`config.mk`:
```
export PLATFORM = sky130hd
export DESIGN_NAME = ftoi_pipe
export DESIGN_NICKNAME = d
export VERILOG_FILES = /design/src/rtl/ftoi_pipe.sv
export SDC_FILE = /design/constraint.sdc
export NUM_CORES = 1
export LEC_CHECK = 0
export ABC_CLOCK_PERIOD_IN_PS = 9240
export CORE_UTILIZATION = 43
export CTS_BUF_LIST = sky130_fd_sc_hd__clkbuf_4 sky130_fd_sc_hd__clkbuf_8
export CTS_CLUSTER_DIAMETER = 150
export DETAILED_ROUTE_END_ITERATION = 7
export SLEW_MARGIN = 20
export SYNTH_ARGS = -nofsm -noshare
export SYNTH_HDL_FRONTEND = slang
export SYNTH_SLANG_ARGS = --single-unit
```
`constraint.sdc`:
```
create_clock -name clk -period 9.24 [get_ports clk]
set_input_delay 2.31 -clock clk [delete_from_list [all_inputs] [get_ports clk]]
set_output_delay 2.31 -clock clk [all_outputs]
set_load 0.005 [all_outputs]
```
`src/rtl/ftoi_pipe.sv`:
```
// Pipelined IEEE-754 binary32 to signed 32-bit integer converter with valid/ready
// handshake, four rounding modes and NV/NX flags.
module ftoi_pipe #(
  parameter int         NSTAGE     = 2,
  parameter logic [1:0] RM_DEFAULT = 2'b00
) (
  input  logic        clk,
  input  logic        rstn,
  input  logic        in_valid,
  output logic        in_ready,
  input  logic [31:0] in_data,
  input  logic [1:0]  in_rm,
  output logic        out_valid,
  input  logic        out_ready,
  output logic [31:0] out_data,
  output logic [1:0]  out_flags
);

  logic en;
  assign en       = !out_valid || out_ready;
  assign in_ready = en;

  // Stage 1 holds the raw operand and its rounding mode.
  logic        s1_valid;
  logic [31:0] s1_data;
  logic [1:0]  s1_rm;

  always_ff @(posedge clk or negedge rstn) begin
    if (!rstn) begin
      s1_valid <= 1'b0;
      s1_data  <= '0;
      s1_rm    <= RM_DEFAULT;
    end else if (en) begin
      s1_valid <= in_valid;
      if (in_valid) begin
        s1_data <= in_data;
        s1_rm   <= in_rm;
      end
    end
  end

  logic        sgn;
  logic [7:0]  expo;
  logic [22:0] man;
  logic [23:0] sig;
  logic [4:0]  sh;
  logic [55:0] fixed;
  logic [31:0] mag;
  logic        rnd;
  logic        stk;
  logic        inc;
  logic [32:0] mag_r;
  logic [31:0] c_data;
  logic [1:0]  c_flags;

  always_comb begin
    sgn   = s1_data[31];
    expo  = s1_data[30:23];
    man   = s1_data[22:0];
    sig   = {(expo != 8'd0), man};
    sh    = 5'(expo - 8'd126);
    fixed = '0;
    mag   = '0;
    rnd   = 1'b0;
    stk   = 1'b0;
    // Binary point sits at bit 24 of the shifted significand.
    if (expo >= 8'd126 && expo <= 8'd157) begin
      fixed = {32'd0, sig} << sh;
      mag   = fixed[55:24];
      rnd   = fixed[23];
      stk   = |fixed[22:0];
    end else if (expo < 8'd126) begin
      stk = |sig;
    end

    case (s1_rm)
      2'b00:   inc = rnd;
      2'b01:   inc = 1'b0;
      2'b10:   inc = sgn & (rnd | stk);
      default: inc = !sgn & (rnd | stk);
    endcase

    mag_r   = {1'b0, mag} + {32'd0, inc};
    c_data  = sgn ? (~mag_r[31:0] + 32'd1) : mag_r[31:0];
    c_flags = {1'b0, rnd | stk};

    if (expo == 8'hFF && man != 23'd0) begin
      c_data  = 32'h7FFF_FFFF;
      c_flags = 2'b10;
    end else if (expo >= 8'd158) begin
      // -2^31 is the only representable magnitude at or above 2^31.
      if (sgn && expo == 8'd158 && man == 23'd0) begin
        c_data  = 32'h8000_0000;
        c_flags = 2'b00;
      end else begin
        c_data  = sgn ? 32'h8000_0000 : 32'h7FFF_FFFF;
        c_flags = 2'b10;
      end
    end else if (!sgn && mag_r > 33'h0_7FFF_FFFF) begin
      c_data  = 32'h7FFF_FFFF;
      c_flags = 2'b10;
    end else if (sgn && mag_r > 33'h0_8000_0000) begin
      c_data  = 32'h8000_0000;
      c_flags = 2'b10;
    end
  end

  generate
    if (NSTAGE == 1) begin : g_one
      assign out_valid = s1_valid;
      assign out_data  = c_data;
      assign out_flags = c_flags;
    end else begin : g_multi
      logic [NSTAGE-2:0] v_q;
      logic [31:0]       d_q [NSTAGE-1];
      logic [1:0]        f_q [NSTAGE-1];

      always_ff @(posedge clk or negedge rstn) begin
        if (!rstn) begin
          v_q <= '0;
          for (int i = 0; i < NSTAGE - 1; i++) begin
            d_q[i] <= '0;
            f_q[i] <= '0;
          end
        end else if (en) begin
          v_q[0] <= s1_valid;
          d_q[0] <= c_data;
          f_q[0] <= c_flags;
          for (int i = 1; i < NSTAGE - 1; i++) begin
            v_q[i] <= v_q[i-1];
            d_q[i] <= d_q[i-1];
            f_q[i] <= f_q[i-1];
          end
        end
      end

      assign out_valid = v_q[NSTAGE-2];
      assign out_data  = d_q[NSTAGE-2];
      assign out_flags = f_q[NSTAGE-2];
    end
  endgenerate

endmodule

```
# Word level (Yosys, flattened, before mapping)
# Index checks and enable logic that the tools add are counted.
dict set report word_totals {
  regBits 70
  latchBits 0
  ramBits 0
  romBits 0
  input_bits 38
  out_inout_bits 36
  wordCells 57
  memories 0
}
dict set report classes {
  add_sub_neg 3
  multipliers 0
  div 0
  n_lt_le_gt_ge 6
  eq_ne 4
  shifts 1
  muxes 17
  bitwise 4
  n_reduce_logical 16
}
# operator n
set ops {}
lappend ops {{$mux W32} 8}
lappend ops {{$shl A24 B5 Y56} 1}
lappend ops {{$add A32 B1 Y33} 1}
lappend ops {{$gt A33 B31 Y1 const B} 1}
lappend ops {{$gt A33 B32 Y1 const B} 1}
lappend ops {{$add A32 B1 Y32 const B} 1}
lappend ops {{$not A32 Y32} 1}
lappend ops {{$reduce_or A24 Y1} 1}
lappend ops {{$logic_not A23 Y1} 1}
lappend ops {{$reduce_bool A23 Y1} 1}
lappend ops {{$reduce_or A23 Y1} 1}
lappend ops {{$eq A8 B8 Y1 const B} 2}
lappend ops {{$mux W2} 5}
lappend ops {{$ge A8 B7 Y1 const B} 1}
lappend ops {{$ge A8 B8 Y1 const B} 1}
lappend ops {{$le A8 B8 Y1 const B} 1}
lappend ops {{$lt A8 B7 Y1 const B} 1}
lappend ops {{$reduce_bool A8 Y1} 1}
lappend ops {{$logic_and A1 B1 Y1} 6}
lappend ops {{$sub A5 B5 Y5 const B} 1}
lappend ops {{$mux W1} 3}
lappend ops {{$pmux W1 S3} 1}
lappend ops {{$and A1 B1 Y1} 2}
lappend ops {{$eq A2 B1 Y1 const B} 1}
lappend ops {{other kinds (6)} 7}

# Logic depth before layout (Yosys ltp)
# Gate-level depths: netlist of run 1.
dict set report depth {
  depth_word 15
  depth_mapped 26
  ltp_nobuf 24
}

# Least setup slack after synthesis of run 1
# OpenSTA, ideal clock, no wires.
dict set report synth_path {
  kind {reg-to-reg}
  from {register s1_data[25]}
  to {register g_multi.d_q, in the netlist out_data[27]}
  setup_time_ps 94
  arrival_ps 5568
  required_time_ps 9146
  path_slack_ps 3578
  path_stages_with_launch 25
  n_path_buf 1
  synth_period_minus_slack_ps 5662
  path_cell_list {dfrtp_1 > ha_1 > xnor2_2 > buf_4 > mux2_2 > a2111oi_2 > a21oi_1 > nor3_1 > nand3_1 > o21ai_0 > nand4_1 > nand3_1 > o31ai_1 > ha_1 > ha_1 > nand3_1 > o32ai_4 > or3_1 > a2111o_1 > a221oi_2 > nand3b_1 > nor3_2 > nand4_2 > a31o_1 > a221oi_2}
}
dict set report synth_via {
  elab_chain_len 15
  elab_cells_between_ends 36
  cone_classes {add/sub: 3; order compare: 6; eq/ne: 2; shift: 1; mux: 11; bitwise: 4; reduce/logical: 9}
}
# item line
set synth_lines {}
lappend synth_lines {{start, declared} 25} ;# logic [31:0] s1_data;
lappend synth_lines {{start signal, assigned} 36} ;# s1_data <= in_data;
lappend synth_lines {{$sub A5 B5 Y5 or $reduce_bool A8 Y1 (tied branches)} {61, 60}}
lappend synth_lines {{$shl A24 B5 Y56 or $reduce_or A24 Y1 (tied branches)} {68, 73}}
lappend synth_lines {{$reduce_or A23 Y1 or $mux W1 (tied branches)} {71, 72}}
lappend synth_lines {{$mux W1} 67} ;# if (expo >= 8'd126 && expo <= 8'd157) begin
lappend synth_lines {{$or A1 B1 Y1} {79, 80}}
lappend synth_lines {{$and A1 B1 Y1 (on tied branches)} {80, 79}}
lappend synth_lines {{$pmux W1 S3} 76} ;# case (s1_rm)
lappend synth_lines {{$add A32 B1 Y33} 83} ;# mag_r = {1'b0, mag} + {32'd0, inc};
lappend synth_lines {{$not A32 Y32} 84} ;# c_data = sgn ? (~mag_r[31:0] + 32'd1) : mag_r[31:0];
lappend synth_lines {{$add A32 B1 Y32} 84}
lappend synth_lines {{$mux W32} 84}
lappend synth_lines {{$mux W32} 102} ;# end else if (sgn && mag_r > 33'h0_8000_0000) begin
lappend synth_lines {{$mux W32} 99} ;# end else if (!sgn && mag_r > 33'h0_7FFF_FFFF) begin
lappend synth_lines {{$mux W32} 90} ;# end else if (expo >= 8'd158) begin
lappend synth_lines {{$mux W32 *} 87} ;# if (expo == 8'hFF && man != 23'd0) begin
lappend synth_lines {{end signal, assigned by index} 131} ;# d_q[i] <= d_q[i-1];
lappend synth_lines {{end, declared} 115} ;# logic [31:0] d_q [NSTAGE-1];
# Every way passes the cells marked *; elsewhere a longest branch is shown, timed or not.
# A chain may end at the register's enable or synchronous reset.

# Final worst setup path of run 1
dict set report layout_path {
  from {register s1_data[24]}
  to {register g_multi.d_q, in the netlist out_data[27]}
}
# Same word-level chain as after synthesis.

==> metrics.yaml, run 1 <==
run_status:
  status: "complete, no violations"
worst_setup_path:
  slowest_delay_ns: 0.56
  cpMaxStageDelayCell: "a2111oi_2"
  crit_fanout: 46
  cp-start-kind: "register"
  crit_arrival_ns: 7.17
  critPathCaptureType: "register"
  crit_type: "reg -> reg"
  rr_endpoint: "out_data[27]"
  r2r_start: "s1_data[24]"
  required_ns: 9.53
  cpMostUsedCell: "nand3_1"
  path_cells: "buf_4 > mux2i_1 > mux2i_1 > a2111oi_2 > a21oi_1 > nor3_1 > nand3_1 > o21ai_0 > nand4_1 > nand3_1 > o31ai_1 > ha_1 > ha_1 > nand3_1 > o32ai_4 > or3_1 > a2111o_1 > a221oi_2 > nand3b_1 > nor3_2 > nand4_2 > a31o_1 > a221oi_2"
  regToRegSetupSlack_ns: 2.36
  r2r_cells: 23
clock_tree:
  cts_setup_buffers: 0
  cts.sink_count: 70
  cts_resized: 0
  cts_tree: "done"
  cts_root_buffer: "clkbuf_8"
  clock_latency_ns: 0.39
  cts-htree-levels: 3
  cts_hold_repair.buffers: 0
  cts_buffers: 9
  clkSlewWorstSetupHoldPaths_ns: 0.08
  ctsLongestPathBuffers: 2
cells_and_area:
  antenna_cells: 0
  finalNonFillerCells: 1066
  final_nets: 888
  area_delta_synth_final_pct: 14.2
  fillCellCount: 1532
  drive_above_1_share_pct: 16.7
timing:
  hold_ws_ns: 0.494
  worst_slew_pin_slew_ns: 1.03
  post-route-period-util_pct: 74.5
  setup_viol: 0
  slew_headroom_pct: 31.0
  fmax_ghz: 0.145
  rsz0062_at_grt: "false"
  hold_viol: 0
  final.setup.tns_ns: 0
  slew_violations: 0
  fin_crit_ns: 6.88
  skew_ns: 0.0173
routing:
  drt-total-wl_um: 24800
  viasPerCell: 6.57
  wl_per_cell_um: 23.2
  drc: 0
  ant_nets: 0
  vias: 7004
  drt_iter0_markers: 680
  dr.pass1.iters: 6
yosys:
  syn_area_mm2: 0.00714
  syn_inst: 800
  ys.flop_type: "dfrtp_1"
  ys_types: 99
  syn_area_per_cell_um2: 8.92
  synth_edf_count: 0
  ys.warnings.count: 0
  synth-seq-cells: 70
  syn_nets: 843
  ys_seq_area_share_pct: 24.5
  async_flop_share_pct: 100
floorplanning:
  pin_count: 74
  coreArea_mm2: 0.0161
  dieArea_mm2: 0.0171
  dieHeight_um: 131
  row_count: 46
  die_w_um: 131
  start_util_pct: 44.5
grt:
  antenna_found_initial: 0
  grt_pass1_vias: 6649
  grt_pass1_wl_um: 38100
  grt_max_degree: 71
  gr-total-overflow: 0
  gr-usage-all-layers_pct: 30.0
pwr:
  power_density_mw_per_mm2: 261
  cellLeakagePower_nw: 3.00
  irDropWorstVdd_mv: 0.110
placement:
  dp_hpwl_um: 18300
  place_inst: 1050
  portBuffers: 73
  routabilityCongestion: 0.932
min_path:
  hold_path.startpoint: "s1_valid"
  whs_path_depth: 2
  hold_class: "reg -> reg"
  worstHoldEndpoint: "s1_valid"
run:
  cap_violations: 0
==> area by class of cell <==
cell class / instances / area (um2) / share of cell area [%]
Multi-Input combinational cell: 667 / 5060 / 62.0
Clock buffer: 9 / 124 / 1.52
Sequential cell: 70 / 1750 / 21.5
Timing Repair Buffer: 86 / 826 / 10.1
Tap cell: 216 / 270 / 3.32
Inverter: 11 / 41.3 / 0.507
Clock inverter: 7 / 80.1 / 0.982
==> per-stage QoR <==
stage	setup WS, ns	area [um2]	power (mW)	utilization, %
after floorplan	3.58	7140	1.38	-
after global placement	2.71	7950	1.81	49.5
after detailed placement	2.51	7950	1.82	49.5
after CTS	2.48	8150	2.11	50.7
after global routing	1.86	8150	2.26	50.8
final	2.36	8150	2.12	50.8
==> layer usage <==
metal / track usage (%) / up-vias / part of all wire, %
li1: - / 3159 / -
met2: 45.3 / 290 / 44
met3: 6.84 / 29 / 7.0
met1: 42.7 / 3526 / 47
met5: 0 / - / 0
met4: 8.25 / 0 / 1.7
==> power breakdown <==
group	leakage, nW	switching [mW]	internal (mW)
Sequential	0.822	0.106	0.404
Combinational	2.08	0.757	0.582
Clock	0.0968	0.147	0.128
Total	3.00	1.01	1.11
==> cells in the final DEF, fill, tap and decap left out, types with 14 or more instances in the layout <==
| cell | n |
|---|---|
| nor2_1 | 75 |
| clkdlybuf4s50_1 | 72 |
| dfrtp_1 | 69 |
| nand2_1 | 62 |
| a21oi_1 | 45 |
| mux2_2 | 43 |
| mux2i_1 | 34 |
| nand3_1 | 29 |
| o21ai_0 | 27 |
| xnor2_1 | 27 |
| mux4_2 | 21 |
| nor3_1 | 20 |
| nor4_1 | 20 |
| buf_4 | 14 |
==> sequential cells by signal, summed over array words and instances (netlist names) <==
name,cells
out_data,32
s1_data,32
out_flags,2
s1_rm,2
out_valid,1
s1_valid,1
==> how the worst max path moves through the flow <==
stage                 from            to  slack (ns)  depth (start not counted)
2_1_floorplan  s1_data[25]  out_data[27]        3.58                         24
3_3_place_gp   s1_data[24]  out_data[30]        2.71                         24
3_5_place_dp   s1_data[24]  out_data[27]        2.51                         23
4_1_cts        s1_data[24]  out_data[27]        2.48                         23
5_1_grt        s1_data[24]  out_data[27]        1.86                         23
6_report       s1_data[24]  out_data[27]        2.36                         23
==> synthesized netlist by cell type, drive strengths merged, types with 5 or more instances <==
cell type / n / area, um2
and3: 5 / 31.3
nor4: 20 / 125
dfrtp: 70 / 1750
o21a: 5 / 38.8
xor2: 11 / 104
nor3: 23 / 130
or3: 9 / 61.3
mux4: 21 / 473
nand3b: 8 / 60.1
ha: 5 / 62.6
nand4b: 5 / 43.8
a21o: 7 / 52.6
mux2: 51 / 574
a21oi: 45 / 225
o211ai: 5 / 42.5
a211oi: 11 / 105
nor3b: 6 / 50.1
nand3: 29 / 145
nand2b: 6 / 37.5
or2: 11 / 68.8
nor2b: 8 / 50.1
and2: 10 / 62.6
o221ai: 5 / 50.0
mux2i: 34 / 340
nor2: 79 / 304
o31ai: 5 / 42.5
nand4: 16 / 128
o22ai: 14 / 101
xnor2: 28 / 253
inv: 10 / 37.5
o21ai: 35 / 175
a31oi: 9 / 56.3
o22a: 5 / 43.8
o32ai: 5 / 77.6
nand2: 62 / 233
buf: 25 / 189
clkbuf: 27 / 101
==> kinds of logic after synthesis <==
| family | Yosys count | synth area share [%] |
|---|---|---|
| and+or+nand+nor | 309 | 23.2 |
| AOI/OAI and AO/OA | 208 | 22.3 |
| muxes | 106 | 19.4 |
| DFF | 70 | 24.5 |
| buffers and inverters | 63 | 4.65 |
| xor gates and xnor gates | 39 | 5.00 |
| adders and majority gates | 5 | 0.876 |
==> critical path: cells and delay by family (launching register included) <==
kind,cells,cell delay (ns)
AOI/OAI and AO/OA,9,2.35
adders and majority gates,2,0.50
buffers and inverters,1,0.55
DFF,1,0.53
muxes,2,0.73
and+or+nand+nor,9,2.11
Note: power is estimated with default switching activity, not from simulation.
==> inputs of run 2 (changes only) <==
--- a/config.mk
+++ b/config.mk
@@ -5,7 +5,7 @@
 export SDC_FILE = /design/constraint.sdc
 export NUM_CORES = 1
 export LEC_CHECK = 0
-export ABC_CLOCK_PERIOD_IN_PS = 9240
+export ABC_CLOCK_PERIOD_IN_PS = 7100
 export CORE_UTILIZATION = 43
 export CTS_BUF_LIST = sky130_fd_sc_hd__clkbuf_4 sky130_fd_sc_hd__clkbuf_8
 export CTS_CLUSTER_DIAMETER = 150
==> constraint.sdc (replaced) <==
create_clock -name clk -period 7.1 [get_ports clk]
set_input_delay 1.775 -clock clk [delete_from_list [all_inputs] [get_ports clk]]
set_output_delay 1.775 -clock clk [all_outputs]
set_load 0.005 [all_outputs]
==> run 2 against run 1 <==
Total power up 32%; sequential power up 29%; largest power group unchanged; utilization up 0.65 points; final cell count up 0.94%; sequential cell count unchanged; critical path depth down 1; first-iteration DRC count up 10%.
==> metrics.yaml, run 2 (synthesis gave the netlist of run 1 again) <==
placement:
  place_inst: 1060  # +0.95%
  routabilityCongestion: 0.897  # -3.8%
  dp_hpwl_um: 18700  # +2.2%
  portBuffers: 73  # unchanged
  postPlaceCellArea_mm2: 0.00802  # +0.94%
floorplanning:
  start_util_pct: 44.5  # unchanged
  dieArea_mm2: 0.0171  # unchanged
  pin_count: 74  # unchanged
  die_w_um: 131  # unchanged
  dieHeight_um: 131  # unchanged
  row_count: 46  # unchanged
  coreArea_mm2: 0.0161  # unchanged
routing:
  drc: 0  # unchanged
  ant_nets: 0  # unchanged
  drt-total-wl_um: 25100  # +1.3%
  wl_per_cell_um: 23.3  # +0.35%
  viasPerCell: 6.59  # +0.36%
  drt_iter0_markers: 748  # +10%
  dr.pass1.iters: 5  # -1
  vias: 7095  # +1.3%
timing:
  setup_viol: 0  # unchanged
  worst_slew_pin_slew_ns: 1.08  # +0.0446 ns
  skew_ns: 0.0214  # +0.00411 ns
  final.setup.tns_ns: 0  # unchanged
  fmax_ghz: 0.151  # +4.0%
  rsz0062_at_grt: "false"
  slew_violations: 0  # unchanged
  fin_crit_ns: 6.62  # -0.262 ns
  hold_viol: 0  # unchanged
  post-route-period-util_pct: 93.2  # +19 points
  slew_headroom_pct: 28.0  # -3.1 points
grt:
  met3_usage_pct: 4.93  # -1.9 points
  grtUsageMet2_pct: 45.9  # +0.62 points
  grt_pass1_vias: 6567  # -1.2%
  met1_usage_pct: 44.9  # +2.2 points
  gr-total-overflow: 0  # unchanged
  grt_pass1_wl_um: 38800  # +1.8%
  antenna_found_initial: 0  # unchanged
  busiest_layer: "met2"
  grt_max_degree: 71  # unchanged
  gr-usage-all-layers_pct: 30.7  # +0.70 points
cells_and_area:
  drive_above_1_share_pct: 17.6  # +0.85 points
  antenna_cells: 0  # unchanged
  area_delta_synth_final_pct: 15.7
  finalNonFillerCells: 1076  # +0.94%
  final_nets: 898  # +1.1%
  final_common_cell: "nor2_1"
  mostFrequentLayoutCells: "nor2_1 (76), clkdlybuf4s50_1 (72), dfrtp_1 (69), nand2_1 (62), a21oi_1 (45)"
  design_area_mm2: 0.00826  # +1.3%
  fillCellCount: 1497  # -2.3%
run_status:
  status: "complete, no violations"
clock_tree:
  clkSlewWorstSetupHoldPaths_ns: 0.08  # about the same
  cts.sink_count: 70  # unchanged
  cts_hold_repair.buffers: 0  # unchanged
  cts_resized: 0  # unchanged
  cts_setup_buffers: 0  # unchanged
  cts-htree-levels: 3  # unchanged
  cts_root_buffer: "clkbuf_8"
  cts_tree: "done"
  cts_buffers: 9  # unchanged
  ctsLongestPathBuffers: 2  # unchanged
  clock_latency_ns: 0.40  # about the same
worst_setup_path:
  crit_fanout: 59  # +28%
  path_cells: "buf_6 > mux2i_1 > mux4_2 > mux2_2 > nand3_1 > a2111o_1 > o21ai_0 > nand4_1 > nand3_1 > o31ai_1 > ha_1 > ha_1 > nand3_1 > o32ai_4 > or3_1 > a2111o_1 > a221oi_2 > nand3b_1 > nor3_2 > nand4_2 > a31o_1 > a221oi_2"
  slowest_delay_ns: 0.71  # +0.15 ns
  cpMostUsedCell: "nand3_1"
  path_buf_inv: 1  # unchanged
  r2r_cells: 22  # -4.3%
  crit_type: "reg -> reg"
  r2r_start: "s1_data[24]"
  rr_endpoint: "out_data[27]"
  cp-start-kind: "register"
  regToRegSetupSlack_ns: 0.48  # -1.88 ns
  crit_arrival_ns: 6.92  # -0.25 ns
  cpMaxStageDelayCell: "mux2i_1"
  required_ns: 7.40  # -2.13 ns
  critPathTopFamily: "compound AO/OA/AOI/OAI gates"
  critPathCaptureType: "register"
min_path:
  hold_class: "reg -> reg"
  whs_path_depth: 1  # -1
  hold_path.startpoint: "s1_valid"
  worstHoldEndpoint: "out_valid"
pwr:
  irDropWorstVdd_mv: 0.172  # +57%
  power_density_mw_per_mm2: 340  # +31%
  cellLeakagePower_nw: 3.06  # +2.0%
run:
  cap_violations: 0  # unchanged
[run 2: layout make-up]
class	instances	area (um2)	area share (%)
multi-input cells	667	5070	61.4
flip-flops and latches	70	1750	21.2
inverters	11	41.3	0.500
clock buffers	9	124	1.50
well taps	216	270	3.27
repair buffers	96	905	11.0
clock inverters	7	97.6	1.18
[run 2: worst reg2reg max path: cells and delay by family (launching register included)]
| kind | cells | cell delay, ns |
|---|---|---|
| AO/OA/AOI/OAI | 8 | 2.10 |
| AND/OR/NAND/NOR | 8 | 1.84 |
| multiplexers | 3 | 1.31 |
| adder cells (fa/ha/maj) | 2 | 0.50 |
| buffers and inverters | 1 | 0.42 |
| flip-flops | 1 | 0.37 |
[run 2: power breakdown]
group / total, mW / internal, mW / switching (mW) / leakage [nW]
clock network: 0.387 / 0.199 / 0.188 / 0.106
logic: 1.76 / 0.776 / 0.987 / 2.13
registers: 0.658 / 0.526 / 0.132 / 0.822
[run 2: per-layer routing]
layer,up-vias,wire (um)
met3,32,1990
met4,0,422
met2,346,11000
met5,-,0
met1,3525,11700
li1,3192,-
[run 2: metrics by stage]
step	util, %	hold slack, ns	total power [mW]	setup slack, ns
final	51.4	0.467	2.81	0.480
after global routing	51.4	0.485	2.98	0.105
after CTS	51.3	0.478	2.79	0.384
after detailed placement	49.9	0.462	2.38	0.404
after global placement	49.9	0.455	2.38	0.634
after floorplan	-	0.435	1.79	1.44
[run 2: how the worst max path moves through the flow]
stage / cells after the start / to / slack, ns / startpoint
global route: 23 / out_data[27] / 0.11 / s1_data[24]
floorplan: 24 / out_data[27] / 1.44 / s1_data[25]
CTS: 23 / out_data[30] / 0.38 / s1_data[25]
finish: 22 / out_data[27] / 0.48 / s1_data[24]
detailed placement: 23 / out_data[28] / 0.40 / s1_data[25]
global placement: 23 / out_data[30] / 0.63 / s1_data[25]
==> inputs of run 3 (changes only) <==
--- a/config.mk
+++ b/config.mk
@@ -6,7 +6,7 @@
 export NUM_CORES = 1
 export LEC_CHECK = 0
 export ABC_CLOCK_PERIOD_IN_PS = 7100
-export CORE_UTILIZATION = 43
+export CORE_UTILIZATION = 35
 export CTS_BUF_LIST = sky130_fd_sc_hd__clkbuf_4 sky130_fd_sc_hd__clkbuf_8
 export CTS_CLUSTER_DIAMETER = 150
 export DETAILED_ROUTE_END_ITERATION = 7
==> run 3 against run 2 <==
Sequential power decreased by 2%; final area is 0.56% higher; critical path type unchanged; sequential share of layout area down 0.12 points; critical path depth rose by 1; hold slack better by 0.011 ns; via count shrank 4.2%; sequential cell count is the same; global-route usage down 8.1 points; worst setup slack better by 0.11 ns; routed wire length is 9.2% lower; count of clock-buffer cells in the layout is 3 higher.
==> metrics.yaml, run 3 (synthesis gave the netlist of run 1 again) <==
placement:
  place_inst: 1108  # +4.5%
  routabilityCongestion: 1.00  # +12%
  dp_hpwl_um: 17200  # -8.3%
  portBuffers: 73  # unchanged
grt:
  met3_usage_pct: 4.05  # -0.88 points
  grt_max_degree: 71  # unchanged
  grt_pass1_vias: 6413  # -2.3%
  grtUsageMet2_pct: 35.3  # -11 points
  antenna_found_initial: 0  # unchanged
  busiest_layer: "met2"
  gr-total-overflow: 0  # unchanged
  met1_usage_pct: 31.2  # -14 points
  gr-usage-all-layers_pct: 22.6  # -8.1 points
  grt_pass1_wl_um: 36200  # -6.6%
cells_and_area:
  final_common_cell: "nor2_1"
  antenna_cells: 0  # unchanged
  drive_above_1_share_pct: 17.5  # -0.096 points
  area_delta_synth_final_pct: 16.3
  finalNonFillerCells: 1124  # +4.5%
  mostFrequentLayoutCells: "nor2_1 (76), clkdlybuf4s50_1 (72), dfrtp_1 (69), nand2_1 (62), a21oi_1 (45)"
  fillCellCount: 1982  # +32%
  final_nets: 897  # -0.11%
routing:
  drc: 0  # unchanged
  vias: 6795  # -4.2%
  drt_iter0_markers: 637  # -15%
  dr.pass1.iters: 5  # unchanged
  viasPerCell: 6.05  # -8.3%
  ant_nets: 0  # unchanged
  wl_per_cell_um: 20.3  # -13%
  drt-total-wl_um: 22800  # -9.2%
floorplanning:
  pin_count: 74  # unchanged
  die_w_um: 145  # +11%
  dieArea_mm2: 0.0210  # +22%
  coreArea_mm2: 0.0197  # +23%
  start_util_pct: 36.2  # -8.3 points
  row_count: 51  # +11%
  dieHeight_um: 145  # +11%
pwr:
  irDropWorstVdd_mv: 0.123  # -28%
  cellLeakagePower_nw: 3.05  # -0.18%
  power_density_mw_per_mm2: 333  # -2.2%
clock_tree:
  ctsLongestPathBuffers: 2  # unchanged
  cts_buffers: 9  # unchanged
  cts_root_buffer: "clkbuf_8"
  cts_hold_repair.buffers: 0  # unchanged
  cts_setup_buffers: 0  # unchanged
  clkSlewWorstSetupHoldPaths_ns: 0.09  # about the same
  cts-htree-levels: 3  # unchanged
  cts_resized: 0  # unchanged
  cts.sink_count: 70  # unchanged
  cts_tree: "done"
  clock_latency_ns: 0.38  # -0.02 ns
worst_setup_path:
  crit_type: "reg -> reg"
  required_ns: 7.39  # about the same
  crit_fanout: 10  # -83%
  crit_arrival_ns: 6.80  # -0.12 ns
  regToRegSetupSlack_ns: 0.59  # +0.11 ns
  cp-start-kind: "register"
  critPathCaptureType: "register"
min_path:
  hold_class: "reg -> reg"
timing:
  post-route-period-util_pct: 91.7  # -1.6 points
  slew_headroom_pct: 25.4  # -2.6 points
  fin_crit_ns: 6.51  # -0.112 ns
  rsz0062_at_grt: "false"
  setup_viol: 0  # unchanged
  worst_slew_pin_slew_ns: 1.12  # +0.0386 ns
  skew_ns: 0.0132  # -0.00818 ns
  fmax_ghz: 0.154  # +1.7%
  final.setup.tns_ns: 0  # unchanged
  hold_viol: 0  # unchanged
  slew_violations: 0  # unchanged
run_status:
  status: "complete, no violations"
run:
  cap_violations: 0  # unchanged
==> run 3: path summary, 6_finish.rpt <==
check	start	endpoint	depth (start not counted)
setup / recovery	s1_data[25]	out_data[27]	23
hold / removal	s1_valid	out_valid	1
setup reg to reg	s1_data[25]	out_data[27]	23
hold reg to reg	s1_valid	out_valid	1
max in group asynchronous	rstn	s1_data[24]	2
min in group asynchronous	rstn	s1_data[3]	2
==> run 3: final cells by class <==
type	instances	area [um2]	share of cell area (%)
clock buffers	12	165	1.99
repair buffers	95	903	10.9
flip-flops and latches	70	1750	21.1
multi-input cells	667	5050	60.9
clock inverters	4	53.8	0.648
inverters	11	41.3	0.497
well taps	265	332	3.99
==> run 3: where the power goes <==
part	internal, mW	total, mW	leakage (nW)	switching (mW)
sequential	0.526	0.645	0.822	0.118
clock	0.192	0.367	0.105	0.175
combinational	0.781	1.75	2.13	0.971
==> run 3: critical path, stage by stage (launching register included) <==
cell,delay [ns]
dfrtp_1,0.45
ha_1,0.30
xor2_2,0.43
buf_4,0.26
mux4_2,0.50
mux2_2,0.32
nand3_1,0.09
a2111o_1,0.10
o21ai_0,0.10
nand4_1,0.13
nand3_1,0.08
o31ai_1,0.13
ha_1,0.27
ha_1,0.25
nand2_1,0.12
o32ai_4,0.42
o21ai_0,0.16
a2111o_1,0.45
a221oi_2,0.38
nand3b_1,0.24
nor3_2,0.37
nand4_2,0.31
a31o_1,0.31
a221oi_2,0.25
==> run 3: through the flow <==
step	hold slack (ns)	area, um2	util, %	total power [mW]	worst slack, ns
after global routing	0.497	8300	42.1	2.95	0.0949
after CTS	0.479	8300	42.1	2.75	0.664
after detailed placement	0.466	8080	41.0	2.37	0.702
after global placement	0.445	8080	41.0	2.37	0.900
final	0.478	8300	42.1	2.76	0.592
after floorplan	0.435	7140	-	1.79	1.44
==> run 3: routing by layer <==
layer / routed length [um] / vias up
met2: 10200 / 257
met5: 0 / -
met4: 525 / 0
li1: - / 3199
met3: 1440 / 37
met1: 10600 / 3302
